==> config.mk <==
export PLATFORM = sky130hd
export DESIGN_NAME = var_mem_responder
export DESIGN_NICKNAME = d
export VERILOG_FILES = /design/src/rtl/var_mem_pkg.sv /design/src/rtl/var_mem_array.sv /design/src/rtl/var_mem_responder.sv
export SDC_FILE = /design/constraint.sdc
export NUM_CORES = 1
export LEC_CHECK = 0
export ABC_AREA = 1
export BUFFER_PORTS_ARGS = -buffer_cell sky130_fd_sc_hd__buf_4
export CORE_UTILIZATION = 40
export CTS_BUF_LIST = sky130_fd_sc_hd__clkbuf_2
export CTS_CLUSTER_SIZE = 28
export DETAILED_ROUTE_END_ITERATION = 16
export SLEW_MARGIN = 20
export SYNTH_ARGS = -nofsm -noshare
export SYNTH_HDL_FRONTEND = slang
export SYNTH_SLANG_ARGS = --single-unit
==> constraint.sdc <==
create_clock -name clock -period 2.4 [get_ports clock]
set_input_delay 0.24 -clock clock [delete_from_list [all_inputs] [get_ports clock]]
set_output_delay 0.24 -clock clock [all_outputs]
set_load 0.005 [all_outputs]
==> src/rtl/var_mem_pkg.sv <==
// Purpose: shared state encoding, default free-bitmap address and reset pattern for var_mem.
// Latency: n/a (types and constants only).
// Backpressure: n/a.
package var_mem_pkg;

  typedef enum logic [1:0] {
    IDLE    = 2'b00,
    ACCESS  = 2'b01,
    RESPOND = 2'b10,
    RELEASE = 2'b11
  } state_t;

  localparam int FREE_ADDR_DEFAULT = 1;

  // Reset fill bit for word idx: the free bitmap starts all ones, other words all zeros.
  function automatic logic reset_fill(input int idx, input int free_addr);
    return (idx == free_addr);
  endfunction

endpackage

==> src/rtl/var_mem_array.sv <==
// Purpose: per-variable bitmap register file, free bitmap word preset to all ones on reset.
// Latency: write lands on the clock edge; read is combinational.
// Backpressure: none; always accepts a write when wr_en is high.
module var_mem_array
  import var_mem_pkg::*;
#(
  parameter int VAR_NUM    = 8,
  parameter int ADDR_WIDTH = 2,
  parameter int FREE_ADDR  = FREE_ADDR_DEFAULT
) (
  input  logic                  clock,
  input  logic                  reset,
  input  logic                  wr_en,
  input  logic [ADDR_WIDTH-1:0] wr_addr,
  input  logic [VAR_NUM-1:0]    wr_dat,
  input  logic [ADDR_WIDTH-1:0] rd_addr,
  output logic [VAR_NUM-1:0]    rd_dat
);

  localparam int DEPTH = 2 ** ADDR_WIDTH;

  logic [VAR_NUM-1:0] mem [DEPTH];

  // Storage: reset pattern on async reset, otherwise single synchronous write port.
  always_ff @(posedge clock or negedge reset) begin
    if (!reset) begin
      for (int i = 0; i < DEPTH; i++) begin
        mem[i] <= {VAR_NUM{reset_fill(i, FREE_ADDR)}};
      end
    end else if (wr_en) begin
      mem[wr_addr] <= wr_dat;
    end
  end

  // Combinational read port.
  always_comb begin
    rd_dat = mem[rd_addr];
  end

endmodule

==> src/rtl/var_mem_responder.sv <==
// Purpose: serves one read/write of the variable-state bitmaps per active-low request.
// Latency: request sampled low at edge N -> mem_work strobe after edge N+1 (cycle N+2).
// Backpressure: requester must release mem_request (drive 1) before the next access is taken.
module var_mem_responder
  import var_mem_pkg::*;
#(
  parameter int VAR_NUM    = 8,
  parameter int ADDR_WIDTH = 2,
  parameter int FREE_ADDR  = FREE_ADDR_DEFAULT
) (
  input  logic                  clock,
  input  logic                  reset,
  input  logic                  mem_request,
  input  logic                  data_read,
  input  logic                  data_write,
  input  logic [ADDR_WIDTH-1:0] address,
  input  logic [VAR_NUM-1:0]    d_in,
  output logic [VAR_NUM-1:0]    d_out,
  output logic                  mem_work,
  output logic                  mem_err
);

  state_t state_q, state_d;

  logic [ADDR_WIDTH-1:0] addr_q;
  logic [VAR_NUM-1:0]    din_q;
  logic                  rd_q, wr_q;
  logic                  capture_en;
  logic                  access_en;
  logic                  req_ok;
  logic                  wr_en;
  logic [VAR_NUM-1:0]    rd_dat;

  // State register.
  always_ff @(posedge clock or negedge reset) begin
    if (!reset) state_q <= IDLE;
    else        state_q <= state_d;
  end

  // Next state and per-state enables; RELEASE always lasts at least one cycle.
  always_comb begin
    state_d    = state_q;
    capture_en = 1'b0;
    access_en  = 1'b0;
    unique case (state_q)
      IDLE: begin
        if (!mem_request) begin
          capture_en = 1'b1;
          state_d    = ACCESS;
        end
      end
      ACCESS: begin
        access_en = 1'b1;
        state_d   = RESPOND;
      end
      RESPOND: state_d = RELEASE;
      RELEASE: if (mem_request) state_d = IDLE;
      default: state_d = IDLE;
    endcase
  end

  // A request is well formed only when exactly one of read/write is set.
  always_comb begin
    req_ok = rd_q ^ wr_q;
    wr_en  = access_en && req_ok && wr_q;
  end

  // Request latches: inputs are only looked at on the IDLE->ACCESS edge.
  always_ff @(posedge clock or negedge reset) begin
    if (!reset) begin
      addr_q <= '0;
      din_q  <= '0;
      rd_q   <= 1'b0;
      wr_q   <= 1'b0;
    end else if (capture_en) begin
      addr_q <= address;
      din_q  <= d_in;
      rd_q   <= data_read;
      wr_q   <= data_write;
    end
  end

  // Read data and completion strobes; strobes are high exactly while in RESPOND.
  always_ff @(posedge clock or negedge reset) begin
    if (!reset) begin
      d_out    <= '0;
      mem_work <= 1'b0;
      mem_err  <= 1'b0;
    end else begin
      mem_work <= access_en;
      mem_err  <= access_en && !req_ok;
      if (access_en && req_ok && rd_q) d_out <= rd_dat;
    end
  end

  var_mem_array #(
    .VAR_NUM    (VAR_NUM),
    .ADDR_WIDTH (ADDR_WIDTH),
    .FREE_ADDR  (FREE_ADDR)
  ) u_array (
    .clock   (clock),
    .reset   (reset),
    .wr_en   (wr_en),
    .wr_addr (addr_q),
    .wr_dat  (din_q),
    .rd_addr (addr_q),
    .rd_dat  (rd_dat)
  );

endmodule

==> summary.md <==
| Metric | Value |
|---|---|
| Run status | `finished clean` |
| Largest net degree at the start of global routing | `57` |
| # diodes | `0` |
| Worst-path cell with the longest stage delay | `dfrtp_1` |
| Share of layout cells above drive strength 1 | `24.46%` |
| Synthesis Warnings | `0` |
| Post-CTS Resized | `0` |
| Finished Core Util | `46.66%` |
| CTS tree | `done` |
| CP bufs+invs | `1` |
| Initial antenna violation count | `0` |
| Synth Register Bits | `56` |
| Crit path time final | `1741 ps` |
| Final setup violation count | `0` |
| Aggregate routed wire length | `4.993 mm` |
| Worst-path maximum fanout | `20` |
| Synthesized instance count | `295` |
| Num CTS Buffers | `5` |
| Max_cap viols | `0` |
| RSZ-0062 raised after global routing | `no` |
| Die W | `83.26 um` |
| Share of the yosys chip area belonging to registers | `53.43%` |
| Synth Area in Compound Gates | `12.36%` |
| GRT Util Overall | `15.68%` |
| I/O pin count | `25` |
| Port bufs | `24` |
| FMAX | `0.5744 GHz` |
| Worst endpoint required time | `2790 ps` |
| Clk_skew | `9.832 ps` |
| Final hold violation count | `0` |
| Hold wc startpoint | `d_in[3]` |
| Post-synth cell types | `17` |
| Worst r2r src | `addr_q[0]` |
| Setup CP Type | `reg -> reg` |
| Adder-Cell Fraction of Synth Area | `2.369%` |
| Post-Synth XOR/XNOR Area | `0%` |
| Die Ht | `83.26 um` |
| CTS H-Tree Depth | `2` |
| Detailed placement HPWL | `3.254 mm` |
| Final setup TNS | `0 ps` |
| Critical Path Source Type | `register` |
| CP peak stage delay | `890 ps` |
| Fill cells | `642` |
| Post-route total power | `3.431 mW` |
| Hold path cells | `3` |
| Worst hold-check path type | `in -> reg` |
| Pwr Density | `1158 nW/um^2` |
| Worst path arrival time | `2130 ps` |
| Most frequent cells in the layout | `nand2_1, dfrtp_1, buf_4` |
| Post-Syn Area | `2641 um^2` |
| Final worst-path cycle share | `72.54%` |
| Critical path cell sequence | `inv_2, nand2_1, nand2_1, nand2_1, nand2_1, nand2_1, nand2_1` |
| Worst Hold Endpoint | `din_q[3]` |
| Row count | `29` |
| Pins over their slew limit | `0` |
| VDD IR max | `568.2 uV` |
| Starting density of the core | `41.60%` |
| Root buf cell | `clkbuf_2` |
| Die area | `6932 um^2` |
| LEAKAGE | `1.585 nW` |
| Placer's final routability congestion estimate | `0.7606` |
| Slew headroom | `49.12%` |
| Fin nets | `346` |
| Cell mode on critical path | `nand2_1` |
| Vias in the first global route | `1,719` |
| Deepest clock path buffer count | `2` |
| Iteration-0 DRC Markers | `144` |
| Worst reg2reg setup slack | `660 ps` |
| Final ANT Viol Nets | `0` |
| FF-to-FF End | `d_out[1]` |
| First-pass GRT wire length | `8.590 mm` |
| Post-Syn Area per Cell | `8.954 um^2` |
| R2R cell count | `7` |
| Residual DRC | `0` |
| DRT Pass-1 Iters | `4` |
| Via count | `1,863` |
| CTS sink cnt | `56` |
| Synth-to-layout area growth | `12.17%` |
| Mux contribution to synthesized area | `0%` |
| Cell family with most CP delay | `flip-flops` |
| Wire per inst | `12.36 um` |
| Worst-path clk slew | `260 ps` |
| Critical Path End Type | `register` |
| Simple-Gate Fraction of Synth Area | `25.58%` |
| Clock Latency Late Sink | `450 ps` |
| Via/cell ratio | `4.611` |
| Global route overflow | `0` |
| Largest family of logic cells by synthesized area | `simple AND/OR/NAND/NOR gates` |
| Tightest Pin Transition | `761.3 ps` |
| Syn_nets | `315` |
| Placeable Area | `6350 um^2` |
| Leading cell type in the layout, fill and taps excluded | `nand2_1` |
## per-layer routing
| layer | vias to the layer above | global-route usage (%) | part of all wire, % |
|---|---|---|---|
| li1 | 975 | - | - |
| met1 | 855 | 24.04 | 53 |
| met2 | 27 | 22.13 | 43 |
| met3 | 6 | 2.982 | 2.7 |
| met4 | 0 | 5.172 | 1.2 |
| met5 | - | 0 | 0 |
## report_power, final
part / leakage, nW / switching [mW] / internal, mW / total, mW
registers: 0.681 / 0.295 / 1.39 / 1.69
logic: 0.875 / 0.841 / 0.545 / 1.39
clock network: 0.0302 / 0.294 / 0.0655 / 0.360
total: 1.59 / 1.43 / 2.00 / 3.43
## cell usage after synthesis, drive strengths merged
master,n,share of area (%)
nand2,139,21
o21ai,36,10
ha,5,2.4
a21oi,12,2.3
buf,10,3.6
inv,19,2.7
dfrtp,48,45
nor2,18,4.3
dfstp,8,8.0
## state kept, by name (all words and copies together), names as in the netlist
register	count
addr_q	2
d_out	8
din_q	8
mem_err	1
mem_work	1
rd_q	1
state_q	2
u_array.mem	32
wr_q	1
## layout make-up
cell class / instances / area (um^2) / share of cell area, %
Sequential cell: 56 / 1411 / 47.64
Multi-Input combinational cell: 210 / 1065 / 35.94
Timing Repair Buffer: 34 / 280.3 / 9.459
Tap cell: 77 / 96.34 / 3.252
Inverter: 19 / 71.32 / 2.407
Clock buffer: 5 / 25.02 / 0.8446
Clock inverter: 3 / 13.76 / 0.4645
## tightest hold or removal path, stage by stage
cell     delay (ps)
buf_4            80
nor2_1           30
a21oi_1         100
## through the flow
stage / setup slack (ps) / std cells / cell area (um^2) / hold slack [ps]
after floorplan: 1031 / 295 / 2641 / -55.59
after global placement: 745.3 / 386 / 2824 / 340.3
after detailed placement: 708.6 / 386 / 2824 / 345.5
after CTS: 651.7 / 402 / 2943 / 0.4876
after global routing: 417.0 / 404 / 2963 / 12.65
final: 659.0 / 404 / 2963 / 18.42
## logic make-up (layout without fill, tap and decap cells)
| kind of cell | Yosys count | after routing |
|---|---|---|
| compound gates | 48 | 48 |
| fa+ha+maj | 5 | 5 |
| flops | 56 | 56 |
| buf+inv | 29 | 61 |
| simple gates | 157 | 157 |
## repair_timing
action / in CTS / in global routing
buffers inserted: 0 / 0
hold endpoints to repair: 55 / 2
hold buffers: 8 / 2
## worst max path at each step
stage	depth (start not counted)	from	to
after detailed placement	5	addr_q[0]	u_array.mem[17]
after global placement	5	addr_q[0]	u_array.mem[18]
after floorplan	8	state_q[1]	u_array.mem[13]
after global routing	7	addr_q[0]	d_out[2]
final	7	addr_q[0]	d_out[1]
after CTS	4	addr_q[0]	u_array.mem[20]
Note: power is estimated with default switching activity, not from simulation.
